`config.mk`:
```
export PLATFORM = sky130hd
export DESIGN_NAME = serial_adder
export DESIGN_NICKNAME = d
export VERILOG_FILES = /design/src/rtl/serial_adder_pkg.sv /design/src/rtl/serial_adder_fa.sv /design/src/rtl/serial_adder.sv
export SDC_FILE = /design/constraint.sdc
export NUM_CORES = 1
export LEC_CHECK = 0
export CORE_MARGIN = 5
export CORE_UTILIZATION = 51
export DETAILED_ROUTE_END_ITERATION = 8
export PLACE_DENSITY = 0.85
export SETUP_SLACK_MARGIN = 0.4
export SLEW_MARGIN = 20
export SYNTH_ARGS = -nofsm -noshare
export SYNTH_HDL_FRONTEND = slang
export SYNTH_HIERARCHICAL = 1
export SYNTH_SLANG_ARGS = --single-unit
```
`constraint.sdc`:
```
create_clock -name clk -period 2.03 [get_ports clk]
set_input_delay 0.406 -clock clk [delete_from_list [all_inputs] [get_ports clk]]
set_output_delay 0.406 -clock clk [all_outputs]
set_load 0.01 [all_outputs]
```
`src/rtl/serial_adder_pkg.sv`:
```
// serial_adder_pkg: shared FSM state type and counter width helper for serial_adder
package serial_adder_pkg;
   typedef enum logic [1:0] {IDLE = 2'd0, RUN = 2'd1, DONE = 2'd2} sa_state_t;
   // Bit counter width; it only has to reach WIDTH-1.
   function automatic int cnt_w(input int width);
      return (width < 2) ? 1 : $clog2(width);
   endfunction
endpackage

```
`src/rtl/serial_adder_fa.sv`:
```
// serial_adder_fa: combinational 1-bit full adder from two half-adder cells plus OR
//   a_i, b_i, c_i : addend bits and carry-in
//   s_o, c_o      : sum bit and carry-out
module serial_adder_fa (
   input  logic a_i,
   input  logic b_i,
   input  logic c_i,
   output logic s_o,
   output logic c_o
);
   logic hs, hc, hc2;
   assign hs  = a_i ^ b_i;
   assign hc  = a_i & b_i;
   assign s_o = hs ^ c_i;
   assign hc2 = hs & c_i;
   assign c_o = hc | hc2;
endmodule

```
`src/rtl/serial_adder.sv`:
```
// serial_adder: bit-serial WIDTH-bit adder, LSB first, one bit per clock
//   clk, rst (async, active-high)
//   start_valid/start_ready, a, b, cin : operand handshake, accepted in IDLE only
//   res_valid/res_ready, sum, cout     : result handshake, held in DONE
//   busy                               : high while bits are being added
//   ovf                                : signed overflow, present only with SERIAL_ADDER_OVF_EN
module serial_adder
   import serial_adder_pkg::*;
#(
   parameter int WIDTH = 8
) (
   input  logic             clk,
   input  logic             rst,
   input  logic             start_valid,
   output logic             start_ready,
   input  logic [WIDTH-1:0] a,
   input  logic [WIDTH-1:0] b,
   input  logic             cin,
   output logic             res_valid,
   input  logic             res_ready,
   output logic [WIDTH-1:0] sum,
   output logic             cout,
   output logic             busy
`ifdef SERIAL_ADDER_OVF_EN
   ,
   output logic             ovf
`endif
);
   localparam int CW = cnt_w(WIDTH);
   sa_state_t state_q, state_d;
   logic [WIDTH-1:0] a_q, a_d, b_q, b_d, sr_q, sr_d, sum_q, sum_d;
   logic [CW-1:0] cnt_q, cnt_d;
   logic carry_q, carry_d, cout_q, cout_d, fs, fc;
   logic [WIDTH-1:0] sr_next;
`ifdef SERIAL_ADDER_OVF_EN
   logic ovf_q, ovf_d;
`endif
   serial_adder_fa u_fa (
      .a_i(a_q[0]),
      .b_i(b_q[0]),
      .c_i(carry_q),
      .s_o(fs),
      .c_o(fc)
   );
   assign sr_next = {fs, sr_q[WIDTH-1:1]};
   always_comb begin
      state_d = state_q;
      a_d     = a_q;
      b_d     = b_q;
      sr_d    = sr_q;
      cnt_d   = cnt_q;
      carry_d = carry_q;
      sum_d   = sum_q;
      cout_d  = cout_q;
`ifdef SERIAL_ADDER_OVF_EN
      ovf_d   = ovf_q;
`endif
      case (state_q)
         IDLE: if (start_valid) begin
            a_d     = a;
            b_d     = b;
            carry_d = cin;
            cnt_d   = '0;
            state_d = RUN;
         end
         RUN: begin
            a_d     = a_q >> 1;
            b_d     = b_q >> 1;
            sr_d    = sr_next;
            carry_d = fc;
            cnt_d   = cnt_q + 1'b1;
            if (cnt_q == CW'(WIDTH - 1)) begin
               sum_d   = sr_next;
               cout_d  = fc;
`ifdef SERIAL_ADDER_OVF_EN
               // carry_q is the carry into the MSB on this last bit
               ovf_d   = carry_q ^ fc;
`endif
               state_d = DONE;
            end
         end
         DONE: if (res_ready) state_d = IDLE;
         default: state_d = IDLE;
      endcase
   end
   always_ff @(posedge clk or posedge rst) begin
      if (rst) begin
         state_q <= IDLE;
         a_q     <= '0;
         b_q     <= '0;
         sr_q    <= '0;
         cnt_q   <= '0;
         carry_q <= 1'b0;
         sum_q   <= '0;
         cout_q  <= 1'b0;
`ifdef SERIAL_ADDER_OVF_EN
         ovf_q   <= 1'b0;
`endif
      end else begin
         state_q <= state_d;
         a_q     <= a_d;
         b_q     <= b_d;
         sr_q    <= sr_d;
         cnt_q   <= cnt_d;
         carry_q <= carry_d;
         sum_q   <= sum_d;
         cout_q  <= cout_d;
`ifdef SERIAL_ADDER_OVF_EN
         ovf_q   <= ovf_d;
`endif
      end
   end
   // Gate with rst so ready is low while reset is held, not just after it.
   assign start_ready = (state_q == IDLE) & ~rst;
   assign res_valid   = state_q == DONE;
   assign busy        = state_q == RUN;
   assign sum         = sum_q;
   assign cout        = cout_q;
`ifdef SERIAL_ADDER_OVF_EN
   assign ovf         = ovf_q;
`endif
endmodule

```
# After elaboration in Yosys (flattened, before gate mapping)

Index checks and enable logic that the tools add are counted.

Register bits: 39
Output and inout bits: 12
Logic and storage cells: 39

Add/subtract/negate cells: 1
Equality and inequality tests: 6
Muxes and demuxes: 12
Bitwise logic cells: 7
Reductions and logical operators: 5

Operators with widths:

| operator            | count |
|---|---|
| $pmux 8 s2          | 2 |
| $mux 8              | 2 |
| $mux 2              | 3 |
| $pmux 2 s3          | 1 |
| $pmux 3 s2          | 1 |
| $ne 2x1->1 const B  | 2 |
| $reduce_and 2->1    | 2 |
| $add 3x1->3 const B | 1 |
| $and 1x1->1         | 3 |
| $eq 3x3->1 const B  | 1 |
| $mux 3              | 1 |
| $reduce_and 3->1    | 1 |
| $eq 2x1->1 const B  | 1 |
| $eq 2x2->1 const B  | 1 |
| $logic_not 2->1     | 1 |
| $ne 2x2->1 const B  | 1 |
| $pmux 1 s2          | 1 |
| $reduce_bool 2->1   | 1 |
| $xor 1x1->1         | 2 |
| $mux 1              | 1 |
| $not 1->1           | 1 |
| $or 1x1->1          | 1 |

# Longest topological paths before layout

Gate-level depths: netlist of run 1.

Word-level depth: 4
Mapped depth: 5

# By module

Netlist of run 1, hierarchy kept.

Modules (own cells, without submodules):

| module          | times used | cells each | area each (µm²) | seq. area each (µm²) |
|---|---|---|---|---|
| serial_adder    | 1          | 146        | 1801.7          | 950.9 |
| serial_adder_fa | 1          | 1          | 20.0            | 0.0 |

# Worst setup path before layout of run 1

OpenSTA, ideal clock, no wires.

Path kind: reg2reg
Start point: reg cnt_q[0]
End point: reg sum_q[0], in the netlist sum[0]
Library setup time: 0.125 ns
Arrival: 1.289 ns
Required time: 1.905 ns
Slack: 0.616 ns
Stages on the path, launching flop included: 6
Path buffers: 1
Period minus slack after synthesis: 1.414 ns
Path through: dfrtp_1 ha_1 ha_1 nand3b_4 buf_6 mux2_2

Cells in the longest elaborated chain, start to end: 2

Ends and longest elaborated chain:

| what                              | line                | text |
|---|---|---|
| start: declaration                | serial_adder.sv:32  | `logic [CW-1:0] cnt_q, cnt_d;` |
| start signal: assignment          | serial_adder.sv:104 | `cnt_q <= cnt_d;` |
| $eq 3x3->1                        | serial_adder.sv:72  | `if (cnt_q == CW'(WIDTH - 1)) begin` |
| $reduce_and 2->1 (no source line) | -                   |  |
| end signal: assignment            | serial_adder.sv:106 | `sum_q <= sum_d;` |
| end: declaration                  | serial_adder.sv:31  | `logic [WIDTH-1:0] a_q, a_d, b_q, b_d, sr_q, sr_d, sum_q, sum_d;` |

Every way passes these cells.
A chain may end at the register's enable or synchronous reset.

# Worst setup path after layout of run 1

Start point: reg state_q[0]
End point: out busy

Cells in the longest elaborated chain, start to end: 1

Ends and longest elaborated chain:

| what                     | line                | text |
|---|---|---|
| start: declaration       | serial_adder.sv:30  | `sa_state_t state_q, state_d;` |
| start signal: assignment | serial_adder.sv:100 | `state_q <= state_d;` |
| $eq 2x1->1               | serial_adder.sv:116 | `assign busy = state_q == RUN;` |
| end: declaration         | serial_adder.sv:23  | `output logic busy` |

Every way passes these cells.

==> flow_metrics.env, run 1 <==
export IMPL_status="complete, no violations"
export IMPL_gr_total_overflow=0
export IMPL_antenna_cells=0
export IMPL_drt_pre_antenna_iters=4
export IMPL_drt_wl_total_um=4050
export IMPL_drtIter0Drc=53
export IMPL_power_frac_clock_pct=15.8
export IMPL_comb_power_share_pct=44.5
export IMPL_drive_above_1_share_pct=26.1
export IMPL_powerDensity_nw_per_um2=1450
export IMPL_ant_nets=0
export IMPL_grt_pass1_vias=1348
export IMPL_r2r_slack_ps=500
export IMPL_dp_cells=219
export IMPL_initial_core_util_pct=53.7
export IMPL_die_area_um2=4870
export IMPL_syn_inst=147
export IMPL_yosysTopAreaCell="dfrtp_1"
export IMPL_hp_class="reg -> reg"
export IMPL_critPathLaunchType="flop"
export IMPL_wl_per_cell_um=17.3
export IMPL_clk_path_buf_depth=2
export IMPL_worst_pin_slew_ps=484
export IMPL_rsz0062_at_grt="true"
export IMPL_worst_r2r_cell_count=4
export IMPL_swShare_pct=34.4
export IMPL_yosysSeqAreaShare_pct=52.2
export IMPL_portBuffers=32
export IMPL_coreArea_um2=3390
export IMPL_skew_ps=14.0
export IMPL_clkSinkCount=38
export IMPL_dr_total_vias=1301
export IMPL_hold_slack_ps=509
export IMPL_design_area_um2=2330
export IMPL_vias_per_cell=5.56
export IMPL_h_tree_depth=2
export IMPL_cts_buffers=5
export IMPL_cap_violations=0
export IMPL_place_gp_congestion=0.756
export IMPL_min_to="sum[7]$_DFFE_PP0P_"
export IMPL_fp_dieH_um=69.8
export IMPL_dpl_cell_area_um2=2160
export IMPL_path_class="reg -> out"
export IMPL_synthTopCellsByArea="dfrtp_1, mux2_2, nor3b_1"
export IMPL_netlist_area_leader_share_pct=52.2
export IMPL_cts_tree="built"
export IMPL_place_hpwl_um=2580
export IMPL_io_pins=33
export IMPL_internal_power_uw=2220
export IMPL_maxSlewViolCount=0
export IMPL_yosys_warnings=6
export IMPL_grt_pass1_wl_um=6590
export IMPL_row_count=21
export IMPL_period_needed_ps=1630
export IMPL_nFillCells=237
export IMPL_path_clk_slew_ps=100
export IMPL_final_instance_count_excl_fill=234
export IMPL_track_usage_pct=16.9
export IMPL_switchingPower_uw=1160
export IMPL_period_share_pct=80.2
export IMPL_min_delay_start="sum[7]$_DFFE_PP0P_"
export IMPL_hold_buffers=0
export IMPL_fmax_mhz=614
export IMPL_holdPathStages=1
export IMPL_syn_nets=171
export IMPL_final_common_cell="dfrtp_1"
export IMPL_setup_violations=0
export IMPL_clockRootBuffer="clkbuf_4"
export IMPL_antenna_found_initial=0
export IMPL_die_x_um=69.8
export IMPL_post_route_util_pct=68.7
export IMPL_p_leak_uw=0.00105
export IMPL_cp_required_ps=1620
export IMPL_syn_area_um2=1820
export IMPL_slew_headroom_pct=67.7
export IMPL_syn_area_per_cell_um2=12.4
export IMPL_max_vdd_ir_drop_uv=994
export IMPL_final_cell_mix="dfrtp_1, clkdlybuf4s50_1, inv_1, nor3b_1, mux2_2"
export IMPL_syn_to_final_growth_pct=27.9
export IMPL_worst_setup_path_end_kind="output port"
export IMPL_worstSkewPairLatency_ps=350
export IMPL_drc=0
export IMPL_worst_path_max_fanout=2
export IMPL_reg2reg_to="carry_q$_DFFE_PP0P_"
export IMPL_critPathArrivalTime_ps=1220
export IMPL_yosysUniqueCellTypes=26
export IMPL_reg2reg_from="state_q[1]$_DFFE_PP0P_"
export IMPL_p_seq_share_pct=39.8
export IMPL_synth_seq_cells=38
export IMPL_finalNetCount=212
export IMPL_grt_max_degree=39
export IMPL_tns_ps=0
export IMPL_finalHoldViolations=0
kinds of logic (layout without fill, tap and decap cells):
kind of cell	after synthesis	in the layout	synth area share (%)
simple gates	37	37	16.3
compound gates	22	23	10.0
fa+ha+maj	3	3	2.47
buf+inv	30	70	8.45
mux	17	17	10.5
flops	38	38	52.2
flip-flops by register name (all words and copies together), names as in the netlist:
register	cells
a_q	8
b_q	8
sum	8
sr_q	7
cnt_q	3
state_q	2
carry_q	1
cout	1
stage by stage:
stage                     power (µW)  setup slack [ps]
after floorplan                 2300               616
after global placement          2660               112
after detailed placement        2760              99.8
after CTS                       3250               226
after global routing            3620               344
final                           3390               402
layer usage:
metal / vias to the layer above / wire length (µm) / global-route usage (%)
met5: - / 0 / 0
met4: 0 / 70 / 5.74
met3: 7 / 152 / 4.35
met2: 30 / 2050 / 26.7
met1: 656 / 1790 / 22.6
li1: 608 / - / -
power by group through the flow:
stage / Clock [µW] / Combinational, µW / Sequential (µW)
floorplan: 0 / 967 / 1330
global placement: 0 / 1310 / 1350
detailed placement: 0 / 1380 / 1380
CTS: 538 / 1380 / 1340
global route: 583 / 1650 / 1390
finish: 534 / 1510 / 1350
worst max-delay path by stage:
stage	from	endpoint	slack, ps	cells past startpoint
2_1_floorplan	cnt_q[0]$_DFFE_PP0P_	sum[0]$_DFFE_PP0P_	620	5
3_3_place_gp	rst	start_ready	110	3
3_5_place_dp	rst	start_ready	100	3
4_1_cts	state_q[0]$_DFFE_PP0P_	res_valid	230	4
5_1_grt	state_q[0]$_DFFE_PP0P_	start_ready	340	3
6_report	state_q[0]$_DFFE_PP0P_	busy	400	4
cell type report:
class,instances,area [µm²],share of cell area (%)
timing repair buffer,46,420,18.0
multi-input combinational,80,753,32.3
inverter,17,63.8,2.74
clock buffer,6,51.3,2.20
sequential,38,953,40.9
tap,46,57.6,2.47
clock inverter,1,30.0,1.29
worst max-delay path, cell delays in order, from the launching register on:
cell	delay, ps
dfrtp_2	440
buf_6	120
buf_6	100
nor2b_4	120
buf_6	110
timing repair:
action,in CTS,in global routing
gates cloned,0,1
resized for setup,20,13
pin swaps,0,1
endpoints found under the setup margin,12,6
setup buffers,4,3
synth_stat cells:
cell       n
a211oi_1  12
a21oi_1    1
a221oi_1   3
a22o_1     2
a32o_1     2
buf_2      5
buf_4      1
buf_6      4
clkbuf_1   2
clkbuf_2   1
dfrtp_1   38
fa_1       1
ha_1       2
inv_1     17
mux2_1     2
mux2_2    15
nand2b_1   3
nand3b_4   1
nor2_1     1
nor2b_1    3
nor2b_4    1
nor3_1     1
nor3b_1   15
nor4b_1   12
o21ai_0    1
o21bai_4   1
Power figures use the tool's default switching activity.
==> inputs of run 2 (changes only) <==
==> constraint.sdc (replaced) <==
create_clock -name clk -period 1.7 [get_ports clk]
set_input_delay 0.34 -clock clk [delete_from_list [all_inputs] [get_ports clk]]
set_output_delay 0.34 -clock clk [all_outputs]
set_load 0.01 [all_outputs]
==> flow_metrics.env, run 2 (same netlist as run 1, synthesis figures left out) <==
export IMPL_cts_buffers=5
export IMPL_path_class="reg -> out"
export IMPL_vias_per_cell=5.50
export IMPL_reg2reg_from="state_q[1]$_DFFE_PP0P_"
export IMPL_wl_per_cell_um=16.5
export IMPL_dr_total_vias=1308
export IMPL_maxSlewViolCount=0
export IMPL_place_hpwl_um=2320
export IMPL_io_pins=33
export IMPL_post_route_util_pct=74.9
export IMPL_antenna_found_initial=0
export IMPL_wl_met3_um=198
export IMPL_die_x_um=69.8
export IMPL_finalNetCount=215
export IMPL_cp_required_ps=1360
export IMPL_initial_core_util_pct=53.7
export IMPL_rsz0062_at_grt="true"
export IMPL_slew_headroom_pct=70.9
export IMPL_die_area_um2=4870
export IMPL_path_clk_slew_ps=110
export IMPL_fmax_mhz=657
export IMPL_period_needed_ps=1520
export IMPL_r2r_slack_ps=180
export IMPL_drtIter0Drc=69
export IMPL_tns_ps=0
export IMPL_syn_to_final_growth_pct=39.3
export IMPL_clk_path_buf_depth=2
export IMPL_coreArea_um2=3390
export IMPL_final_cell_mix="dfrtp_1, clkdlybuf4s50_1, inv_1, nor3b_1, a211oi_2"
export IMPL_highest_layer="met4"
export IMPL_p_leak_uw=0.00115
export IMPL_final_instance_count_excl_fill=238
export IMPL_grt_max_degree=39
export IMPL_drt_wl_total_um=3940
export IMPL_worst_r2r_cell_count=5
export IMPL_critPathArrivalTime_ps=1180
export IMPL_wl_met1_um=1750
export IMPL_grt_pass1_wl_um=6670
export IMPL_dp_cells=219
export IMPL_status="complete, no violations"
export IMPL_p_seq_share_pct=36.5
export IMPL_powerDensity_nw_per_um2=1730
export IMPL_portBuffers=32
export IMPL_gr_total_overflow=0
export IMPL_clkSinkCount=38
export IMPL_design_area_um2=2540
export IMPL_power_frac_clock_pct=13.9
export IMPL_critPathLaunchType="flop"
export IMPL_comb_power_share_pct=49.6
export IMPL_period_share_pct=89.6
export IMPL_hp_class="in -> async"
export IMPL_fp_dieH_um=69.8
export IMPL_cts_tree="built"
export IMPL_antenna_cells=0
export IMPL_finalHoldViolations=0
export IMPL_drc=0
export IMPL_switchingPower_uw=1510
export IMPL_row_count=21
export IMPL_internal_power_uw=2870
export IMPL_worst_setup_path_end_kind="output port"
export IMPL_clockRootBuffer="clkbuf_4"
export IMPL_track_usage_pct=17.2
export IMPL_final_common_cell="dfrtp_1"
export IMPL_grt_pass1_vias=1407
export IMPL_reg2reg_to="cnt_q[0]$_DFFE_PP0P_"
export IMPL_worst_pin_slew_ps=431
export IMPL_h_tree_depth=2
export IMPL_dpl_cell_area_um2=2230
export IMPL_drive_above_1_share_pct=42.7
export IMPL_wl_met2_um=1910
export IMPL_setup_violations=0
export IMPL_place_gp_congestion=0.757
export IMPL_swShare_pct=34.5
export IMPL_worstSkewPairLatency_ps=340
export IMPL_cap_violations=0
export IMPL_worst_path_max_fanout=3
export IMPL_max_vdd_ir_drop_uv=686
export IMPL_skew_ps=4.67
export IMPL_ant_nets=0
export IMPL_drt_pre_antenna_iters=4
-- run 2: cell count changes in the layout (fill, tap and decap cells not counted), moves of 7 or more --
cell           change
a211oi_2          +11
buf_2              +7
dlygate4sd2_1      -9
mux2_4            +10
a211oi_1          -11
mux2_2             -8
-- run 2: worst max-delay path by stage --
| stage | startpoint | end | slack (ps) |
|---|---|---|---|
| global placement | rst | start_ready | -70 |
| detailed placement | rst | start_ready | -100 |
| global route | state_q[1]$_DFFE_PP0P_ | start_ready | 130 |
| floorplan | cnt_q[1]$_DFFE_PP0P_ | cout$_DFFE_PP0P_ | 360 |
| finish | state_q[0]$_DFFE_PP0P_ | start_ready | 180 |
| CTS | state_q[0]$_DFFE_PP0P_ | start_ready | 170 |
-- run 2: metal layers --
| metal | global-route usage [%] | vias up |
|---|---|---|
| li1 | - | 616 |
| met1 | 21.1 | 641 |
| met2 | 28.3 | 40 |
| met3 | 5.94 | 11 |
| met4 | 5.74 | 0 |
| met5 | 0 | - |
-- run 2: power by group through the flow --
stage	registers [µW]	logic, µW	clock network [µW]
after floorplan	1600	1260	0
after global placement	1610	1690	0
after detailed placement	1630	1760	0
after CTS	1600	2110	612
after global routing	1650	2360	642
final	1600	2170	609
-- run 2: layout make-up --
class | instances | area [µm²]
inverter | 17 | 63.8
clock buffer | 5 | 37.5
sequential | 38 | 952
clock inverter | 3 | 40.0
fill | 226 | 852
multi-input combinational | 80 | 907
tap | 46 | 57.6
timing repair buffer | 49 | 479
-- run 2: critical path, cell delays in order, from the launching register on --
cell and delay [ps]:
dfrtp_1 410, buf_4 160, nor3_4 130, buf_6 130
-- run 2: per-stage QoR --
step	setup WS, ps	total power, µW	hold WS [ps]
after floorplan	359	2860	448
after global placement	-69.3	3300	477
after detailed placement	-97.9	3390	498
after CTS	172	4320	428
after global routing	130	4660	451
final	177	4380	424
-- run 2: what timing repair did --
item / CTS / global route
setup endpoints to repair: 42 / 39
gates resized for setup: 77 / 7
pin swaps: 1 / 2
buffers inserted: 8 / 1
hold buffers: 0 / 0
gates cloned: 2 / 0
